### config.mk
export PLATFORM = sky130hd
export DESIGN_NAME = uart_cmd_parser
export DESIGN_NICKNAME = d
export VERILOG_FILES = /design/src/rtl/uart_cmd_parser.sv
export SDC_FILE = /design/constraint.sdc
export NUM_CORES = 1
export LEC_CHECK = 0
export CAP_MARGIN = 25
export CORE_AREA = 8 8 98 100
export CTS_BUF_LIST = sky130_fd_sc_hd__clkbuf_4 sky130_fd_sc_hd__clkbuf_8
export DETAILED_ROUTE_END_ITERATION = 8
export DIE_AREA = 0 0 106 108
export GPL_ROUTABILITY_DRIVEN = 0
export HOLD_SLACK_MARGIN = 0.1
export PLACE_DENSITY = 0.93
export SETUP_SLACK_MARGIN = 0.15
export SLEW_MARGIN = 10
export SYNTH_ARGS = -nofsm -noshare
export SYNTH_HDL_FRONTEND = slang
export SYNTH_SLANG_ARGS = --single-unit
export TNS_END_PERCENT = 100
### constraint.sdc
create_clock -name clk -period 3.2 [get_ports clk]
set_input_delay 0.32 -clock clk [delete_from_list [all_inputs] [get_ports clk]]
set_output_delay 0.32 -clock clk [all_outputs]
set_load 0.03 [all_outputs]
### src/rtl/uart_cmd_parser.sv
// Command parser between a UART receiver and transmitter: assembles 5-byte frames
// (55 CMD ADDR DATA CHK), drives a local register port and paces 1-2 byte responses.
module uart_cmd_parser #(
   parameter int TX_GAP_CYCLES  = 52080,
   parameter int TIMEOUT_CYCLES = 520800
) (
   input  logic       clk,
   input  logic       rst_n,
   input  logic [7:0] rx_data,
   input  logic       uart_rx_done,
   output logic [7:0] tx_data,
   output logic       tx_start,
   output logic [7:0] reg_addr,
   output logic [7:0] reg_wdata,
   output logic       reg_we,
   output logic       reg_re,
   input  logic [7:0] reg_rdata,
   output logic [7:0] frame_err_cnt
);

   localparam int GAP_W = $clog2(TX_GAP_CYCLES + 1);
   localparam int TO_W  = $clog2(TIMEOUT_CYCLES + 1);
   localparam logic [GAP_W-1:0] GAP_LAST = GAP_W'(TX_GAP_CYCLES - 1);
   localparam logic [TO_W-1:0]  TO_LAST  = TO_W'(TIMEOUT_CYCLES - 1);

   localparam logic [7:0] HEADER   = 8'h55;
   localparam logic [7:0] CMD_WR   = 8'h01;
   localparam logic [7:0] CMD_RD   = 8'h02;
   localparam logic [7:0] RSP_WR   = 8'hA0;
   localparam logic [7:0] RSP_RD   = 8'hA1;
   localparam logic [7:0] RSP_ERR  = 8'hEE;

   typedef enum logic [2:0] {
      S_IDLE, S_CMD, S_ADDR, S_DATA, S_CHK, S_EXEC, S_RD, S_TX_GAP
   } state_e;

   state_e           state_q, state_d;
   logic [7:0]       cmd_q, cmd_d;
   logic [7:0]       addr_q, addr_d;
   logic [7:0]       data_q, data_d;
   logic             valid_q, valid_d;
   logic [7:0]       txData_q, txData_d;
   logic             txStart_q, txStart_d;
   logic [7:0]       pend_q, pend_d;
   logic             pendValid_q, pendValid_d;
   logic [GAP_W-1:0] gapCnt_q, gapCnt_d;
   logic [TO_W-1:0]  toCnt_q, toCnt_d;
   logic [7:0]       errCnt_q, errCnt_d;
   logic             errEvent;
   logic             frameOk;

   always_ff @(posedge clk or negedge rst_n) begin
      if (!rst_n) begin
         state_q     <= S_IDLE;
         cmd_q       <= '0;
         addr_q      <= '0;
         data_q      <= '0;
         valid_q     <= 1'b0;
         txData_q    <= '0;
         txStart_q   <= 1'b0;
         pend_q      <= '0;
         pendValid_q <= 1'b0;
         gapCnt_q    <= '0;
         toCnt_q     <= '0;
         errCnt_q    <= '0;
      end else begin
         state_q     <= state_d;
         cmd_q       <= cmd_d;
         addr_q      <= addr_d;
         data_q      <= data_d;
         valid_q     <= valid_d;
         txData_q    <= txData_d;
         txStart_q   <= txStart_d;
         pend_q      <= pend_d;
         pendValid_q <= pendValid_d;
         gapCnt_q    <= gapCnt_d;
         toCnt_q     <= toCnt_d;
         errCnt_q    <= errCnt_d;
      end
   end

   assign frameOk = (rx_data == (cmd_q ^ addr_q ^ data_q)) &&
                    ((cmd_q == CMD_WR) || (cmd_q == CMD_RD));

   always_comb begin
      state_d     = state_q;
      cmd_d       = cmd_q;
      addr_d      = addr_q;
      data_d      = data_q;
      valid_d     = valid_q;
      txData_d    = txData_q;
      txStart_d   = 1'b0;
      pend_d      = pend_q;
      pendValid_d = pendValid_q;
      gapCnt_d    = gapCnt_q;
      toCnt_d     = '0;
      errEvent    = 1'b0;
      reg_we      = 1'b0;
      reg_re      = 1'b0;

      // Frame-collection states share one inter-byte timeout; a byte restarts it at 1
      // so that the return to IDLE lands exactly TIMEOUT_CYCLES after that byte.
      if (state_q inside {S_CMD, S_ADDR, S_DATA, S_CHK}) begin
         if (uart_rx_done) begin
            toCnt_d = TO_W'(1);
         end else if (toCnt_q == TO_LAST) begin
            state_d  = S_IDLE;
            errEvent = 1'b1;
         end else begin
            toCnt_d = toCnt_q + TO_W'(1);
         end
      end

      case (state_q)
         S_IDLE: begin
            if (uart_rx_done && (rx_data == HEADER)) begin
               state_d = S_CMD;
               toCnt_d = TO_W'(1);
            end
         end
         S_CMD: begin
            if (uart_rx_done) begin
               cmd_d   = rx_data;
               state_d = S_ADDR;
            end
         end
         S_ADDR: begin
            if (uart_rx_done) begin
               addr_d  = rx_data;
               state_d = S_DATA;
            end
         end
         S_DATA: begin
            if (uart_rx_done) begin
               data_d  = rx_data;
               state_d = S_CHK;
            end
         end
         S_CHK: begin
            if (uart_rx_done) begin
               valid_d  = frameOk;
               errEvent = !frameOk;
               state_d  = S_EXEC;
            end
         end
         S_EXEC: begin
            txStart_d = 1'b1;
            gapCnt_d  = '0;
            state_d   = S_TX_GAP;
            if (valid_q && (cmd_q == CMD_RD)) begin
               reg_re   = 1'b1;
               txData_d = RSP_RD;
               state_d  = S_RD;
            end else if (valid_q) begin
               reg_we   = 1'b1;
               txData_d = RSP_WR;
            end else begin
               txData_d = RSP_ERR;
            end
         end
         S_RD: begin
            pend_d      = reg_rdata;
            pendValid_d = 1'b1;
            gapCnt_d    = gapCnt_q + GAP_W'(1);
            state_d     = S_TX_GAP;
         end
         S_TX_GAP: begin
            if (gapCnt_q == GAP_LAST) begin
               if (pendValid_q) begin
                  txStart_d   = 1'b1;
                  txData_d    = pend_q;
                  pendValid_d = 1'b0;
                  gapCnt_d    = '0;
               end else begin
                  state_d = S_IDLE;
               end
            end else begin
               gapCnt_d = gapCnt_q + GAP_W'(1);
            end
         end
         default: state_d = S_IDLE;
      endcase

      if (uart_rx_done && (state_q inside {S_EXEC, S_RD, S_TX_GAP})) begin
         errEvent = 1'b1;
      end

      errCnt_d = (errEvent && (errCnt_q != 8'hFF)) ? errCnt_q + 8'd1 : errCnt_q;
   end

   assign tx_data       = txData_q;
   assign tx_start      = txStart_q;
   assign reg_addr      = addr_q;
   assign reg_wdata     = data_q;
   assign frame_err_cnt = errCnt_q;

endmodule

==> flow_summary.toml <==
[outcome]
outcome = "complete, no violations"

[power_and_ir_drop]
leakagePower_nw = 2.17
seqPwrFrac_pct = 37.7
power.density_nw_per_um2 = 887
p_sw_mw = 2.00
p_clk_share_pct = 16.4
ir_drop_mv = 0.758
internal-power_mw = 2.86
sw_frac_of_total_pct = 41.1
power_frac_comb_pct = 45.9

[clock_tree]
cts_root_buffer = "clkbuf_8"
h-tree-depth = 3
cts_tree = "built"
cts_buffers = 9
post-cts-setup-buffers = 0
worst_setup_hold_path_clk_slew_ps = 90
ctsLongestPathBuffers = 2
cts_sinks = 89
clkLatencyLatePin_ps = 350

[sta]
finalSetupTns_ps = 0
grt_setup_unrepaired = "false"
slew_headroom_pct = 46.3
whs_ps = 425
fin_skew_ps = 7.28
post-route-min-period_ps = 2820
min_period_over_period_pct = 88.3
max_freq_ghz = 0.354
tightestPinTransition_ps = 806
final-setup-viol-count = 0
finalMaxSlewViolations = 0
hold_viol_final = 0

[placement]
io_buffers = 53
dpl.cell_count = 576
place_area_um2 = 5260
dp_hpwl_um = 6950

[global_route]
grt_max_degree = 63
grt_use_total_pct = 17.5
grt_use_met3_pct = 5.95
use_met1_pct = 19.4
overflow = 0
grt_pass1_vias = 3551
antenna_found_initial = 0
grt_first_pass_wirelength_um = 16300
busiest_layer = "met2"
grtUsageMet2_pct = 30.3

[synthesis]
synth.area.mux_share_pct = 8.72
synth-main-ff-cell = "dfrtp_1"
synth_top_area_cell = "dfrtp_1"
synth-compound-area-share_pct = 9.21
yosys_warnings = 0
netlist.area_leader.share_pct = 47.6
yosys.area_share.simple_pct = 20.2
netlist_area_um2 = 4680
synthXorXnorAreaFrac_pct = 10.1
ys_seq_area_share_pct = 47.6
syn-num-nets = 453
syn-mean-instance-area_um2 = 10.8
ys_ff_latch = 89
synth_top_family_by_area = "simple AND/OR/NAND/NOR gates"
syn_inst = 431
synth-edff-count = 0
async_reset_ff_share_pct = 100
synthAdderAreaFrac_pct = 0.803
ys_types = 62
synth.area.top_cells = "dfrtp_1 48%, mux2_2 8.2%, xnor2_1 7.9%"

[finish]
stdcell_count = 593
antenna_cells = 0
drive_above_1_share_pct = 19.7
postLayoutCellArea_um2 = 5480
synthToLayoutAreaGrowth_pct = 17.2
fin_nets = 505

[critical_path]
critPathLaunchType = "register"
ff2ff_path_depth = 6
crit_required_ps = 2880
path_max_fanout = 3
reg2reg_from = "state_q[2]"
crit_path_end = "reg_re"
cp-end-kind = "primary output"
ff2ff_setup_slack_ps = 630
crit_start = "cmd_q[5]"
regToRegEndpoint = "frame_err_cnt[1]"
critPathArrivalTime_ps = 2500
critPathKind = "register to primary output"

[detailed_routing]
drt_iter0_drc = 290
num_vias = 3422
drc = 0
ant_nets = 0
first_pass_iters = 6
wire_per_inst_um = 16.5
routed_wl_um = 9770
viasPerCell = 5.77

[die]
io_pins = 54
die_w_um = 106
core_um2 = 8050
die_h_um = 108
dieArea_um2 = 11400
rows = 33
initial_core_util_pct = 58.1

[hold_path]
hold_class = "primary input to asynchronous set/reset pin"

[run]
maxCapViolCount = 0
## registers in the layout (all words and copies together), names as in the netlist
register,flops
state_q,3
cmd_q,8
reg_addr,8
tx_start,1
reg_wdata,8
frame_err_cnt,8
pendValid_q,1
tx_data,8
toCnt_q,19
valid_q,1
pend_q,8
gapCnt_q,16
## power groups by stage
stage / Sequential (mW) / Combinational (mW) / Clock (mW)
CTS: 1.82 / 2.24 / 0.815
global route: 1.88 / 2.40 / 0.861
detailed placement: 1.84 / 2.21 / 0
finish: 1.83 / 2.23 / 0.798
global placement: 1.81 / 2.14 / 0
floorplan: 2.09 / 1.31 / 0
## cell families (layout without fill, tap and decap cells)
kind of cell	Yosys count	count (layout)
flops	89	89
fa+ha+maj	3	3
simple gates	162	162
mux	36	36
xor+xnor	54	54
buf+inv	26	83
compound gates	61	61
## cell type report
cell class	instances	area [um2]
fill	576	2570
multi-input combinational	316	2290
sequential	89	2230
timing repair buffer	58	588
clock buffer	11	145
tap	105	131
clock inverter	5	62.6
inverter	9	33.8
## worst min path at each step
stage,startpoint,depth (start not counted),slack (ps),end
2_1_floorplan,rst_n,0,20,cmd_q[0]
3_3_place_gp,pend_q[7],1,490,pend_q[7]
3_5_place_dp,rst_n,1,280,toCnt_q[15]
4_1_cts,rst_n,2,430,gapCnt_q[8]
5_1_grt,rst_n,2,460,toCnt_q[15]
6_report,rst_n,2,430,gapCnt_q[8]
## cell usage in the layout, fill, tap and decap left out, types with 2 or more instances in the layout
master           netlist  layout
inv_6                  0       2
or4_4                  3       3
o21ai_0                4       4
ha_1                   3       3
nand2_1               24      24
and3_1                11      11
xor2_1                12      12
or3_1                  3       3
a2111oi_2              2       2
clkinvlp_4             0       2
clkbuf_8               0      10
nor3_1                 3       3
a211oi_1               6       6
nand4_1               13      13
and2_1                 2       2
clkdlybuf4s50_1        0      52
nand3_1               14      14
nor2_1                46      46
nand4b_1               2       2
buf_4                  2       4
xnor2_1               42      42
a21oi_2                5       5
a31oi_1                8       8
or2_2                  2       2
o31ai_1                3       3
dfrtp_1               89      89
nor2b_1                3       3
nor2_2                14      14
a21oi_1               24      24
inv_1                  9       9
and4_1                 3       3
mux2_2                34      34
nand4_2                2       2
## synthesized netlist by cell type, types with 3 or more instances
cell and count:
ha_1 3, xnor2_1 42, nand3_1 14, a21oi_1 24
a31oi_1 8, a21oi_2 5, xor2_1 12, inv_1 9
dfrtp_1 89, or4_4 3, nor3_1 3, buf_2 3
and3_1 11, nor2b_1 3, nand4_1 13, a211oi_1 6
clkbuf_1 7, o31ai_1 3, nor2_2 14, nand2_1 24
o21ai_0 4, mux2_2 34, or3_1 3, nor2_1 46
and4_1 3
## what timing repair did
| action | CTS | global route |
|---|---|---|
| hold buffers | 1 | 0 |
| gates resized for setup | 0 | 0 |
| endpoints found under the hold margin | 27 | 0 |
## critical path, stage by stage (launching register included)
cell	delay, ps
dfrtp_1	410
or4_4	560
nor3_4	200
nand3_1	180
nor2_1	120
clkdlybuf4s50_1	690
## metal layers
layer	part of all wire, %	wire length, um
met5	0	0
met4	1.7	164
met3	5.2	509
met2	52	5040
met1	42	4060
## stage by stage
| step | power, mW | utilization, % | setup slack (ps) |
|---|---|---|---|
| finish | 4.86 | 68.1 | 375 |
| global route | 5.14 | 68.1 | 245 |
| CTS | 4.88 | 68.1 | 363 |
| detailed placement | 4.05 | 65.4 | 687 |
| global placement | 3.95 | 65.0 | 774 |
| floorplan | 3.40 | - | 1020 |
Note: power is estimated with default switching activity, not from simulation.
